$ cat src/rtl/sseg_pkg.sv
// Shared types, segment constants and helpers for the seven-segment scan controller.
// Segments are active-low, bit 0 = segment a ... bit 6 = segment g.
package sseg_pkg;

  typedef enum logic [1:0] {
    ST_IDLE,
    ST_SHIFT,
    ST_COMMIT
  } conv_state_e;

  localparam logic [6:0] SEG_BLANK = 7'h7F;
  localparam logic [6:0] SEG_DASH  = 7'b0111111;
  localparam logic [6:0] SEG_0     = 7'b1000000;
  localparam logic [6:0] SEG_1     = 7'b1111001;
  localparam logic [6:0] SEG_2     = 7'b0100100;
  localparam logic [6:0] SEG_3     = 7'b0110000;
  localparam logic [6:0] SEG_4     = 7'b0011001;
  localparam logic [6:0] SEG_5     = 7'b0010010;
  localparam logic [6:0] SEG_6     = 7'b0000010;
  localparam logic [6:0] SEG_7     = 7'b1111000;
  localparam logic [6:0] SEG_8     = 7'b0000000;
  localparam logic [6:0] SEG_9     = 7'b0010000;

  // Decimal digits needed for a bin_w-bit value: ceil(bin_w * log10(2)).
  function automatic int bcd_digits(input int bin_w);
    return (bin_w * 30103 + 99999) / 100000;
  endfunction

  // BCD nibble to active-low segment pattern; non-decimal codes stay dark.
  function automatic logic [6:0] bcd_to_seg(input logic [3:0] digit);
    case (digit)
      4'd0:    return SEG_0;
      4'd1:    return SEG_1;
      4'd2:    return SEG_2;
      4'd3:    return SEG_3;
      4'd4:    return SEG_4;
      4'd5:    return SEG_5;
      4'd6:    return SEG_6;
      4'd7:    return SEG_7;
      4'd8:    return SEG_8;
      4'd9:    return SEG_9;
      default: return SEG_BLANK;
    endcase
  endfunction

endpackage

$ cat src/rtl/sseg_bin2bcd_seq.sv
// Sequential double-dabble converter with a one-deep, last-wins pending slot.
// One bit is consumed per cycle; o_commit marks the cycle in which o_digits
// and o_overflow hold the finished result.
module sseg_bin2bcd_seq
  import sseg_pkg::*;
#(
  parameter int N_DIGITS = 8,
  parameter int BIN_W    = 32
) (
  input  logic                  clk,
  input  logic                  rst,
  input  logic [BIN_W-1:0]      i_value,
  input  logic                  i_value_valid,
  output logic                  o_busy,
  output logic                  o_commit,
  output logic [N_DIGITS*4-1:0] o_digits,
  output logic                  o_overflow
);

  localparam int D_TOT = bcd_digits(BIN_W);
  // Accumulator is never narrower than the display, so small BIN_W still works.
  localparam int ACC_D = (D_TOT > N_DIGITS) ? D_TOT : N_DIGITS;
  localparam int CNT_W = $clog2(BIN_W + 1);

  conv_state_e             r_state;
  conv_state_e             w_state_nxt;
  logic [BIN_W-1:0]        r_bin;
  logic [ACC_D*4-1:0]      r_bcd;
  logic [ACC_D*4-1:0]      w_bcd_adj;
  logic [CNT_W-1:0]        r_bit_cnt;
  logic                    r_pend_vld;
  logic [BIN_W-1:0]        r_pend_val;
  logic                    w_load;
  logic [BIN_W-1:0]        w_load_val;
  logic                    w_shift;
  logic                    w_commit;
  logic                    w_overflow;

  // Next-state and control decode.
  always_comb begin
    // NOTE: every output of this block gets a default first, so no path can leave a latch behind.
    w_state_nxt = r_state;
    w_load      = 1'b0;
    w_load_val  = r_pend_val;
    w_shift     = 1'b0;
    w_commit    = 1'b0;
    case (r_state)
      ST_IDLE: begin
        if (i_value_valid) begin
          w_load      = 1'b1;
          w_load_val  = i_value;
          w_state_nxt = ST_SHIFT;
        end
      end
      ST_SHIFT: begin
        w_shift = 1'b1;
        if (r_bit_cnt == CNT_W'(BIN_W - 1)) w_state_nxt = ST_COMMIT;
      end
      ST_COMMIT: begin
        w_commit = 1'b1;
        // A strobe landing in this very cycle is newer than the pending slot.
        if (r_pend_vld || i_value_valid) begin
          w_load      = 1'b1;
          w_load_val  = i_value_valid ? i_value : r_pend_val;
          w_state_nxt = ST_SHIFT;
        end else begin
          w_state_nxt = ST_IDLE;
        end
      end
      default: w_state_nxt = ST_IDLE;
    endcase
  end

  // State register.
  always_ff @(posedge clk or posedge rst) begin
    // NOTE: sequential state uses non-blocking assignments so every register samples pre-edge values.
    if (rst) r_state <= ST_IDLE;
    else     r_state <= w_state_nxt;
  end

  // Add-3 correction on every nibble of 5 or more, ahead of the shift.
  always_comb begin
    w_bcd_adj = r_bcd;
    for (int i = 0; i < ACC_D; i++) begin
      if (r_bcd[i*4 +: 4] >= 4'd5) w_bcd_adj[i*4 +: 4] = r_bcd[i*4 +: 4] + 4'd3;
    end
  end

  // Overflow: any accumulated digit beyond the displayed ones is nonzero.
  always_comb begin
    w_overflow = 1'b0;
    for (int i = N_DIGITS; i < ACC_D; i++) begin
      if (r_bcd[i*4 +: 4] != 4'd0) w_overflow = 1'b1;
    end
  end

  // Shift datapath: load clears the accumulator, each shift moves one binary bit in.
  always_ff @(posedge clk or posedge rst) begin
    if (rst) begin
      r_bin     <= '0;
      r_bcd     <= '0;
      r_bit_cnt <= '0;
    end else if (w_load) begin
      r_bin     <= w_load_val;
      r_bcd     <= '0;
      r_bit_cnt <= '0;
    end else if (w_shift) begin
      r_bin     <= r_bin << 1;
      r_bcd     <= {w_bcd_adj[ACC_D*4-2:0], r_bin[BIN_W-1]};
      r_bit_cnt <= r_bit_cnt + CNT_W'(1);
    end
  end

  // Pending slot: captures strobes while busy, consumed by the next reload.
  always_ff @(posedge clk or posedge rst) begin
    // NOTE: the pending value is reset too, so a reset mid-conversion cannot replay a stale strobe.
    if (rst) begin
      r_pend_vld <= 1'b0;
      r_pend_val <= '0;
    end else if (w_load) begin
      r_pend_vld <= 1'b0;
    end else if (i_value_valid && (r_state != ST_IDLE)) begin
      r_pend_vld <= 1'b1;
      r_pend_val <= i_value;
    end
  end

  assign o_busy     = (r_state != ST_IDLE);
  assign o_commit   = w_commit;
  assign o_digits   = r_bcd[N_DIGITS*4-1:0];
  assign o_overflow = w_overflow;

endmodule

$ cat src/rtl/sseg_scan_controller.sv
// Seven-segment scan controller: binary value -> BCD -> multiplexed common-anode display.
// Optional build macro SSEG_LZ_BLANK_EN enables leading-zero blanking.
module sseg_scan_controller
  import sseg_pkg::*;
#(
  parameter int N_DIGITS    = 8,
  parameter int BIN_W       = 32,
  parameter int REFRESH_DIV = 100000
) (
  input  logic                clk,
  input  logic                rst,
  input  logic [BIN_W-1:0]    value,
  input  logic                value_valid,
  output logic                busy,
  output logic                overflow,
  output logic [6:0]          sseg,
  output logic [N_DIGITS-1:0] an
);

  localparam int CNT_W = (REFRESH_DIV > 1) ? $clog2(REFRESH_DIV) : 1;
  localparam int IDX_W = (N_DIGITS > 1) ? $clog2(N_DIGITS) : 1;

  logic                  w_commit;
  logic [N_DIGITS*4-1:0] w_digits;
  logic                  w_overflow;
  logic [N_DIGITS*4-1:0] r_disp;
  logic                  r_overflow;
  logic [CNT_W-1:0]      r_ref_cnt;
  logic [IDX_W-1:0]      r_scan_idx;
  logic [N_DIGITS-1:0]   w_lz;
  logic [6:0]            w_seg_cur;
  logic [6:0]            r_sseg;
  logic [N_DIGITS-1:0]   r_an;

  sseg_bin2bcd_seq #(
    .N_DIGITS (N_DIGITS),
    .BIN_W    (BIN_W)
  ) u_conv (
    .clk           (clk),
    .rst           (rst),
    .i_value       (value),
    .i_value_valid (value_valid),
    .o_busy        (busy),
    .o_commit      (w_commit),
    .o_digits      (w_digits),
    .o_overflow    (w_overflow)
  );

  // Display register: whole value replaced in one cycle, never partially.
  always_ff @(posedge clk or posedge rst) begin
    if (rst) begin
      r_disp     <= '0;
      r_overflow <= 1'b0;
    end else if (w_commit) begin
      r_disp     <= w_digits;
      r_overflow <= w_overflow;
    end
  end

  // Refresh divider and scan index, free-running regardless of conversion.
  always_ff @(posedge clk or posedge rst) begin
    if (rst) begin
      r_ref_cnt  <= '0;
      r_scan_idx <= '0;
    end else if (r_ref_cnt == CNT_W'(REFRESH_DIV - 1)) begin
      r_ref_cnt  <= '0;
      r_scan_idx <= (r_scan_idx == IDX_W'(N_DIGITS - 1)) ? '0 : r_scan_idx + IDX_W'(1);
    end else begin
      r_ref_cnt  <= r_ref_cnt + CNT_W'(1);
    end
  end

  // Leading-zero mask: digit i is blanked when it and all digits above are zero.
  always_comb begin : p_lz
    logic zero_run;
    w_lz     = '0;
    zero_run = 1'b1;
`ifdef SSEG_LZ_BLANK_EN
    for (int i = N_DIGITS - 1; i >= 1; i--) begin
      zero_run = zero_run && (r_disp[i*4 +: 4] == 4'd0);
      w_lz[i]  = zero_run;
    end
`endif
  end

  // Segment pattern for the digit currently selected by the scan index.
  always_comb begin
    if (r_overflow)          w_seg_cur = SEG_DASH;
    else if (w_lz[r_scan_idx]) w_seg_cur = SEG_BLANK;
    else                     w_seg_cur = bcd_to_seg(r_disp[r_scan_idx*4 +: 4]);
  end

  // Output registers: segments and anode enable change on the same edge.
  always_ff @(posedge clk or posedge rst) begin
    if (rst) begin
      r_sseg <= SEG_BLANK;
      r_an   <= '1;
    end else begin
      r_sseg <= w_seg_cur;
      r_an   <= ~(N_DIGITS'(1) << r_scan_idx);
    end
  end

  assign overflow = r_overflow;
  assign sseg     = r_sseg;
  assign an       = r_an;

endmodule
$ cat config.mk
export PLATFORM = sky130hd
export DESIGN_NAME = sseg_scan_controller
export DESIGN_NICKNAME = d
export VERILOG_FILES = /design/src/rtl/sseg_pkg.sv /design/src/rtl/sseg_bin2bcd_seq.sv /design/src/rtl/sseg_scan_controller.sv
export SDC_FILE = /design/constraint.sdc
export NUM_CORES = 1
export LEC_CHECK = 0
export ABC_AREA = 1
export BUFFER_PORTS_ARGS = -buffer_cell sky130_fd_sc_hd__buf_2
export CAP_MARGIN = 10
export CORE_MARGIN = 2
export CORE_UTILIZATION = 68
export CTS_BUF_LIST = sky130_fd_sc_hd__clkbuf_4
export DETAILED_ROUTE_END_ITERATION = 10
export HOLD_SLACK_MARGIN = 0.06
export MAX_ROUTING_LAYER = met4
export PLACE_DENSITY = 0.93
export SYNTH_ARGS = -nofsm -noshare
export SYNTH_HDL_FRONTEND = slang
export SYNTH_SLANG_ARGS = --single-unit
$ cat constraint.sdc
create_clock -name clk -period 15.6 [get_ports clk]
set_input_delay 0 -clock clk [delete_from_list [all_inputs] [get_ports clk]]
set_output_delay 0 -clock clk [all_outputs]
set_load 0.03 [all_outputs]
### After elaboration in Yosys (flattened, before gate mapping)

Memory sizes are Yosys's and may differ from the RTL's.
Cells that the tools add are included.
W data, S select, Z words.

| word-level totals | value |
|---|---|
| output and inout bits | 17 |
| bits in read-only memories | 120 |
| logic and storage cells | 96 |
| register bits | 181 |
| bits of input ports | 35 |
| memories | 2 |

| cells by class | value |
|---|---|
| $add $sub $neg | 13 |
| bitwise logic cells | 2 |
| muxes and demuxes | 37 |
| eq/ne operators | 7 |
| reductions and logical operators | 10 |
| order comparisons | 11 |
| shift-type cells | 2 |

Memory list:

| memory | words | bits a word | read ports | clocked after memory_dff | wr ports | line | source |
|---|---|---|---|---|---|---|---|
| (name not given) | 16 | 7 | 1 | 0 | 0 | sseg_pkg.sv:31 | `case (digit)` |
| (name not given) | 8 | 1 | 1 | 0 | 0 | sseg_scan_controller.sv:89 | `else if (w_lz[r_scan_idx]) w_seg_cur = SEG_BLANK;` |

Operators with widths:

| kind | count |
|---|---|
| $mux W32 | 4 |
| $mux W40 | 2 |
| $pmux W32 S2 | 1 |
| $ge A4 B3 Y1 const B | 10 |
| $add A4 B2 Y4 const B | 9 |
| $mux W4 | 9 |
| $shiftx A32 B6 Y4 | 1 |
| $add A17 B1 Y17 const B | 1 |
| $eq A17 B17 Y1 const B | 1 |
| $mux W17 | 1 |
| $mux W7 | 2 |
| $mux W6 | 2 |
| $mux W1 | 10 |
| $not A8 Y8 | 1 |
| $reduce_bool A4 Y1 | 2 |
| $shl A1 B3 Y8 const A | 1 |
| $add A6 B1 Y6 const B | 1 |
| $eq A6 B5 Y1 const B | 1 |
| $mux W3 | 2 |
| $pmux W2 S3 | 1 |
| $reduce_bool A2 Y1 | 3 |
| $lt A3 B4 Y1 const B | 1 |
| $mux W2 | 2 |
| $reduce_and A2 Y1 | 2 |
| other kinds (12) | 12 |

### Logic depth before layout (Yosys ltp)

| logic depth | value |
|---|---|
| depth after elaboration | 5 |
| gate-level depth with buffers | 12 |
| mapped depth without buffers | 11 |

### Cells and area by module

Synthesis repeated with hierarchy kept, for this count alone.

| unflattened totals | value |
|---|---|
| cells, all modules | 1222 |
| area, all modules | 9634.2 sq um |

By module, submodules not included:

| module | area each (sq um) | instances | cells each | seq. area each (sq um) |
|---|---|---|---|---|
| sseg_bin2bcd_seq | 6282.3 | 1 | 832 | 2827.7 |
| sseg_scan_controller | 3352.0 | 1 | 390 | 1720.4 |

### Worst setup path after synthesis

OpenSTA, ideal clock, no wires.

| timing path | value |
|---|---|
| kind | reg-to-reg |
| from | register r_scan_idx[1] |
| to | register r_sseg[0] (netlist: sseg[0]) |
| path slack | 13.883 ns |
| data arrival time | 1.631 ns |
| stages on the path, launching flop included | 13 |
| library setup time | 0.086 ns |
| data required time | 15.514 ns |
| path buffers | 1 |
| clock period less this slack | 1.717 ns |
| cells stage by stage | dfrtp_1 > buf_2 > inv_2 > nor2_1 > o21ai_0 > o21ai_0 > o21ai_1 > inv_1 > ha_1 > inv_1 > nand2_1 > nand3_1 > nand3_1 |

| on the way | value |
|---|---|
| longest elaborated chain between the ends | 4 |
| elaborated cells on any way between the ends | 6 |
| classes of those cells | shift (1); mux (3); memory (2) |

RTL lines:

| element | line | source |
|---|---|---|
| start, declared | sseg_scan_controller.sv:29 | `logic [IDX_W-1:0] r_scan_idx;` |
| start signal, assigned | sseg_scan_controller.sv:67 | `r_scan_idx <= (r_scan_idx == IDX_W'(N_DIGITS - 1)) ? '0 : r_scan_idx + IDX_W'(1);` |
| $shiftx A32 B6 Y4 / $mem_v2 Z8 W1 (equally long branches) | - |  |
| $mem_v2 Z16 W7 / $mux W1 (equally long branches) | - |  |
| $mux W7 (*) | sseg_scan_controller.sv:89 |  |
| $mux W7 (*) | sseg_scan_controller.sv:88 | `if (r_overflow) w_seg_cur = SEG_DASH;` |
| named net w_seg_cur[0] | sseg_scan_controller.sv:31 | `logic [6:0] w_seg_cur;` |
| end signal, assigned | sseg_scan_controller.sv:99 | `r_sseg <= w_seg_cur;` |
| end, declared | sseg_scan_controller.sv:32 | `logic [6:0] r_sseg;` |

Mark *: on every way through the listed nets, which the timed path passes. The rest lies on a longest branch. The select of a mux whose other input is x is not followed.
A chain may end at the register's enable or synchronous reset.

### Worst setup path after layout

| timing path | value |
|---|---|
| from | register u_conv.r_state[0] |
| to | register u_conv.r_bin[4] |

| on the way | value |
|---|---|
| longest elaborated chain between the ends | 3 |
| elaborated cells on any way between the ends | 8 |
| classes of those cells | eq/ne (2); mux (4); reduce/logical (2) |

RTL lines:

| element | line | source |
|---|---|---|
| start, declared | sseg_bin2bcd_seq.sv:25 | `conv_state_e r_state;` |
| start signal, assigned | sseg_bin2bcd_seq.sv:78 | `else r_state <= w_state_nxt;` |
| $eq A2 B2 Y1, or another cell as far along | sseg_bin2bcd_seq.sv:47 | `case (r_state)` |
| $pmux W32 S2, or another cell as far along | sseg_bin2bcd_seq.sv:47 |  |
| $mux W32 / $reduce_bool A2 Y1 (equally long branches) | - |  |
| end signal, assigned | sseg_bin2bcd_seq.sv:104 | `r_bin <= w_load_val;` |
| end signal, assigned | sseg_bin2bcd_seq.sv:108 | `r_bin <= r_bin << 1;` |
| end, declared | sseg_bin2bcd_seq.sv:27 | `logic [BIN_W-1:0] r_bin;` |

Parallel ways exist; a longest one is shown, timed or not.

==> impl_results.html <==
<table>
<tr><th>Metric</th><th>Value</th></tr>
<tr><th colspan="2">Status</th></tr>
<tr><td>Outcome</td><td>finished, final reports clean</td></tr>
<tr><th colspan="2">Drt</th></tr>
<tr><td>Number of nets with antenna violations after detailed routing</td><td>0</td></tr>
<tr><td>Average wire per standard cell</td><td>14.64 microns</td></tr>
<tr><td>Aggregate routed wire length</td><td>19,410 microns</td></tr>
<tr><td>Vias per Instance</td><td>5.784</td></tr>
<tr><td>Via Count</td><td>7,669</td></tr>
<tr><td>Number of design rule violations left after detail routing</td><td>0</td></tr>
<tr><td>Drt first pass iters</td><td>7</td></tr>
<tr><td>Number of design-rule violations left by the first detailed-router iteration</td><td>approximately 830</td></tr>
<tr><th colspan="2">Yosys</th></tr>
<tr><td>Synthesized-area fraction occupied by and/or/nand/nor cells</td><td>19.90%</td></tr>
<tr><td>Post-synth top flop</td><td>sky130_fd_sc_hd__dfrtp_1</td></tr>
<tr><td>Post-Syn Area per Cell</td><td>8.320 sq um</td></tr>
<tr><td>Number of unique standard cell types used by synthesis</td><td>34</td></tr>
<tr><td>Post-synthesis sequential element count</td><td>181</td></tr>
<tr><td>Warnings from Yosys</td><td>0</td></tr>
<tr><td>Adder-cell area share of the yosys netlist</td><td>5.027%</td></tr>
<tr><td>Largest family of logic cells by synthesized area</td><td>simple AND/OR/NAND/NOR gates</td></tr>
<tr><td>Post-synth ARST share</td><td>100.0%</td></tr>
<tr><td>Post-synthesis sequential area ratio</td><td>between 50 and 60%</td></tr>
<tr><td>Xor and xnor fraction of the mapped netlist area</td><td>1.955%</td></tr>
<tr><td>Post-Synthesis Net Count</td><td>~1,100</td></tr>
<tr><td>Area of the mapped netlist</td><td>8961 sq um</td></tr>
<tr><td>Post-synthesis instance total</td><td>1,077</td></tr>
<tr><td>Mux contribution to synthesized area</td><td>0.1257%</td></tr>
<tr><td>Compound-cell area share of the yosys netlist</td><td>13.98%</td></tr>
<tr><td>Number of enable flip-flop cells after synthesis</td><td>0</td></tr>
<tr><th colspan="2">Finish</th></tr>
<tr><td>Layout overhead on the synthesized area</td><td>10.14%</td></tr>
<tr><td>Most frequent cells in the layout</td><td>sky130_fd_sc_hd__nand2_1 (232), sky130_fd_sc_hd__dfrtp_1 (166), sky130_fd_sc_hd__o21ai_0 (146)</td></tr>
<tr><td>Share of cells above drive strength 1</td><td>10.23%</td></tr>
<tr><td>Fillers</td><td>819</td></tr>
<tr><td># nets final</td><td>1,211</td></tr>
<tr><td>Leading cell type in the layout, fill and taps excluded</td><td>sky130_fd_sc_hd__nand2_1</td></tr>
<tr><th colspan="2">Pwr</th></tr>
<tr><td>Clock group share of total power</td><td>26.0%</td></tr>
<tr><td>Internal Power</td><td>between 0.0006 and 0.0007 W</td></tr>
<tr><td>Register share of total power</td><td>between 50% and 60%</td></tr>
<tr><td>Power after layout</td><td>0.0009707 W</td></tr>
<tr><td>Leakage component of the power</td><td>slightly below 5 nW</td></tr>
<tr><td>Pwr per Cell Area</td><td>98.36 nW/um^2</td></tr>
<tr><td>Net switching power of the design</td><td>0.0002975 W</td></tr>
<tr><td>Worst voltage drop across the vdd grid</td><td>between 0.05 and 0.06 mV</td></tr>
<tr><td>Share of total power in combinational logic</td><td>about a fifth</td></tr>
<tr><td>Switching fraction of total power</td><td>30.65%</td></tr>
<tr><th colspan="2">Timing</th></tr>
<tr><td>Unrepaired setup endpoints after global routing</td><td>false</td></tr>
<tr><td>Final hold violation count</td><td>0</td></tr>
<tr><td>Fmax</td><td>0.3229 GHz</td></tr>
<tr><td>Actual transition at the worst max-transition pin</td><td>1067 ps</td></tr>
<tr><td>Slew headroom</td><td>28.84%</td></tr>
<tr><td>Number of setup violations in the final report</td><td>0</td></tr>
<tr><td>Final period util</td><td>between 10% and 20%</td></tr>
<tr><td>Worst Skew</td><td>approximately 15 ps</td></tr>
<tr><td>Slew Viols, Final</td><td>0</td></tr>
<tr><td>Total negative setup slack</td><td>0 ps</td></tr>
<tr><td>Time the final worst path needs with I/O delays and setup</td><td>3097 ps</td></tr>
<tr><th colspan="2">Floorplanning</th></tr>
<tr><td>I/O pin cnt</td><td>52</td></tr>
<tr><td>Die boundary height</td><td>118.8 microns</td></tr>
<tr><td>Chip Width</td><td>118.8 microns</td></tr>
<tr><td>Full die area</td><td>14,110 sq um</td></tr>
<tr><td>Core Region</td><td>12,720 sq um</td></tr>
<tr><td>Number of placement rows</td><td>41</td></tr>
<tr><td>Effective utilization at floorplan</td><td>70.44%</td></tr>
<tr><th colspan="2">Worst setup path</th></tr>
<tr><td>Crit path capture type</td><td>register</td></tr>
<tr><td>Critical path data required time</td><td>16,100 ps</td></tr>
<tr><td>Critical path cell sequence</td><td>nor2_4 -&gt; nand2_1 -&gt; nand2_2 -&gt; inv_4 -&gt; nand2_4 -&gt; nor2_1 -&gt; a31oi_1</td></tr>
<tr><td>Slowest cell on the critical path</td><td>sky130_fd_sc_hd__nor2_4</td></tr>
<tr><td>Arrival time worst endpoint</td><td>3590 ps</td></tr>
<tr><td>Largest fanout on the critical path</td><td>46</td></tr>
<tr><td>Launching instance or port of the critical path</td><td>u_conv.r_state[0]</td></tr>
<tr><td>Setup crit start kind</td><td>register</td></tr>
<tr><td>Worst path max stage delay</td><td>590 ps</td></tr>
<tr><td>Reg-to-Reg Start</td><td>u_conv.r_state[0]</td></tr>
<tr><td>Startpoint-to-endpoint class of the critical path</td><td>register to register</td></tr>
<tr><th colspan="2">Worst hold path</th></tr>
<tr><td>Path type of the worst min-delay path</td><td>input port to async pin</td></tr>
<tr><th colspan="2">Placement</th></tr>
<tr><td>HPWL after detailed placement</td><td>about 12,000 microns</td></tr>
<tr><td>Routability congestion estimate</td><td>0.8748</td></tr>
<tr><td>Input/output buffers</td><td>51</td></tr>
<tr><th colspan="2">Clock network</th></tr>
<tr><td>Clock latency on the worst-skew pair</td><td>580 ps</td></tr>
<tr><td>Cell at the root of the clock tree</td><td>sky130_fd_sc_hd__clkbuf_4</td></tr>
<tr><td>Clock Pin Slew Worst Setup and Hold Paths</td><td>140 ps</td></tr>
<tr><td>Level count of the clock H-tree</td><td>4</td></tr>
<tr><td>Post-CTS Setup Repair Bufs</td><td>0</td></tr>
<tr><td>CTS resizes</td><td>0</td></tr>
<tr><td>CTS Buf Count</td><td>17</td></tr>
<tr><td>TritonCTS clock tree</td><td>yes</td></tr>
<tr><td>Number of buffers on the longest clock path</td><td>2</td></tr>
<tr><td>TritonCTS sink count</td><td>181</td></tr>
<tr><th colspan="2">GRT</th></tr>
<tr><td>Number of global-route vias before repair</td><td>approximately 7,000</td></tr>
<tr><td>Maximum number of pins on one net before global-route repair</td><td>97</td></tr>
<tr><td>Initial antenna violation count</td><td>1</td></tr>
<tr><td>Overflow left after global routing</td><td>0</td></tr>
<tr><td>Aggregate global-route resource usage</td><td>29.32%</td></tr>
<tr><td>Wire length of the first global-routing pass</td><td>~33,000 microns</td></tr>
<tr><th colspan="2">Run</th></tr>
<tr><td>Number of max-cap violations</td><td>0</td></tr>
</table>
==> cells in the mapped netlist (all sizes together), types with 9 or more instances <==
cell type	count	area (sq um)
a21oi	26	130.1
a22oi	18	135.1
buf	22	118.9
clkbuf	23	86.33
dfrtp	166	4154
dfstp	15	394.1
ha	36	450.4
inv	140	528.0
nand2	236	905.9
nand3	99	495.5
nand4	9	56.30
nor2	55	214.0
o21ai	164	820.8
o22ai	22	137.6
xor2	19	166.4
==> through the flow <==
stage	instance area [sq um]	std cells	setup WS, ps	hold slack, ps	utilization, %
2_1_floorplan	8961	1077	10710	133.0	-
3_3_place_gp	9261	1259	12810	233.9	72.80
3_5_place_dp	9261	1259	12650	232.9	72.80
4_1_cts	9867	1325	12610	149.3	77.56
5_1_grt	9869	1326	12250	199.4	77.58
6_report	9869	1326	12500	131.4	77.58
==> timing repair <==
item,in CTS,in global routing
hold endpoints to repair,160,0
endpoints found under the setup margin,0,0
hold buffers,34,0
==> cell families after synthesis <==
kind of cell | after synthesis
buffers and inverters | 187
adders and majority gates | 36
and+or+nand+nor | 418
AOI/OAI and AO/OA | 234
xor gates and xnor gates | 20
muxes | 1
DFF | 181
==> registers in the layout, indices dropped and copies added (netlist names), 2 cells and up <==
name / cells
u_conv.r_bin: 32
u_conv.r_state: 2
an: 8
r_ref_cnt: 17
u_conv.r_pend_val: 32
u_conv.r_bit_cnt: 6
u_conv.r_bcd: 40
r_scan_idx: 3
r_disp: 32
sseg: 7
==> power groups by stage <==
stage          registers [W]  clock network [W]  logic [W]
2_1_floorplan       0.000533                  0   0.000137
3_3_place_gp        0.000538                  0   0.000163
3_5_place_dp        0.000540                  0   0.000175
4_1_cts             0.000531           0.000256   0.000183
5_1_grt             0.000537           0.000274   0.000212
6_report            0.000532           0.000253   0.000186
==> critical path, delay by kind of cell, from the launching register on <==
family	cells	cell delay (ps)
and+or+nand+nor	5	1980
DFF	1	480
buffers and inverters	1	350
AOI/OAI and AO/OA	1	210
==> worst paths after layout <==
| kind | depth (start not counted) | endpoint | slack, ps |
|---|---|---|---|
| max | 7 | u_conv.r_bin[4] | 12500 |
| min | 3 | r_ref_cnt[2] | 130 |
| max reg2reg | 7 | u_conv.r_bin[4] | 12500 |
| min reg2reg | 1 | sseg[6] | 460 |
| max in group asynchronous | 4 | u_conv.r_bcd[34] | 13900 |
| min in group clk | 4 | u_conv.r_bin[0] | 220 |
==> layer usage <==
layer | vias up | part of all wire (%) | global-route usage (%)
li1 | 3650 | - | -
met1 | 3672 | 42 | 38.54
met2 | 296 | 49 | 47.38
met3 | 51 | 5.8 | 4.681
met4 | 0 | 2.3 | 9.077
met5 | - | 0 | -
==> final cells by class <==
| class | instances | area, sq um | share of cell area, % |
|---|---|---|---|
| multi-input cells | 709 | 3672 | 37.21 |
| flip-flops and latches | 181 | 4548 | 46.08 |
| clock inverters | 15 | 137.6 | 1.395 |
| clock buffers | 17 | 127.6 | 1.293 |
| well taps | 172 | 215.2 | 2.181 |
| inverters | 142 | 540.5 | 5.477 |
| diodes | 1 | 2.502 | 0.02535 |
| repair buffers | 89 | 625.6 | 6.339 |
Power figures use the tool's default switching activity.
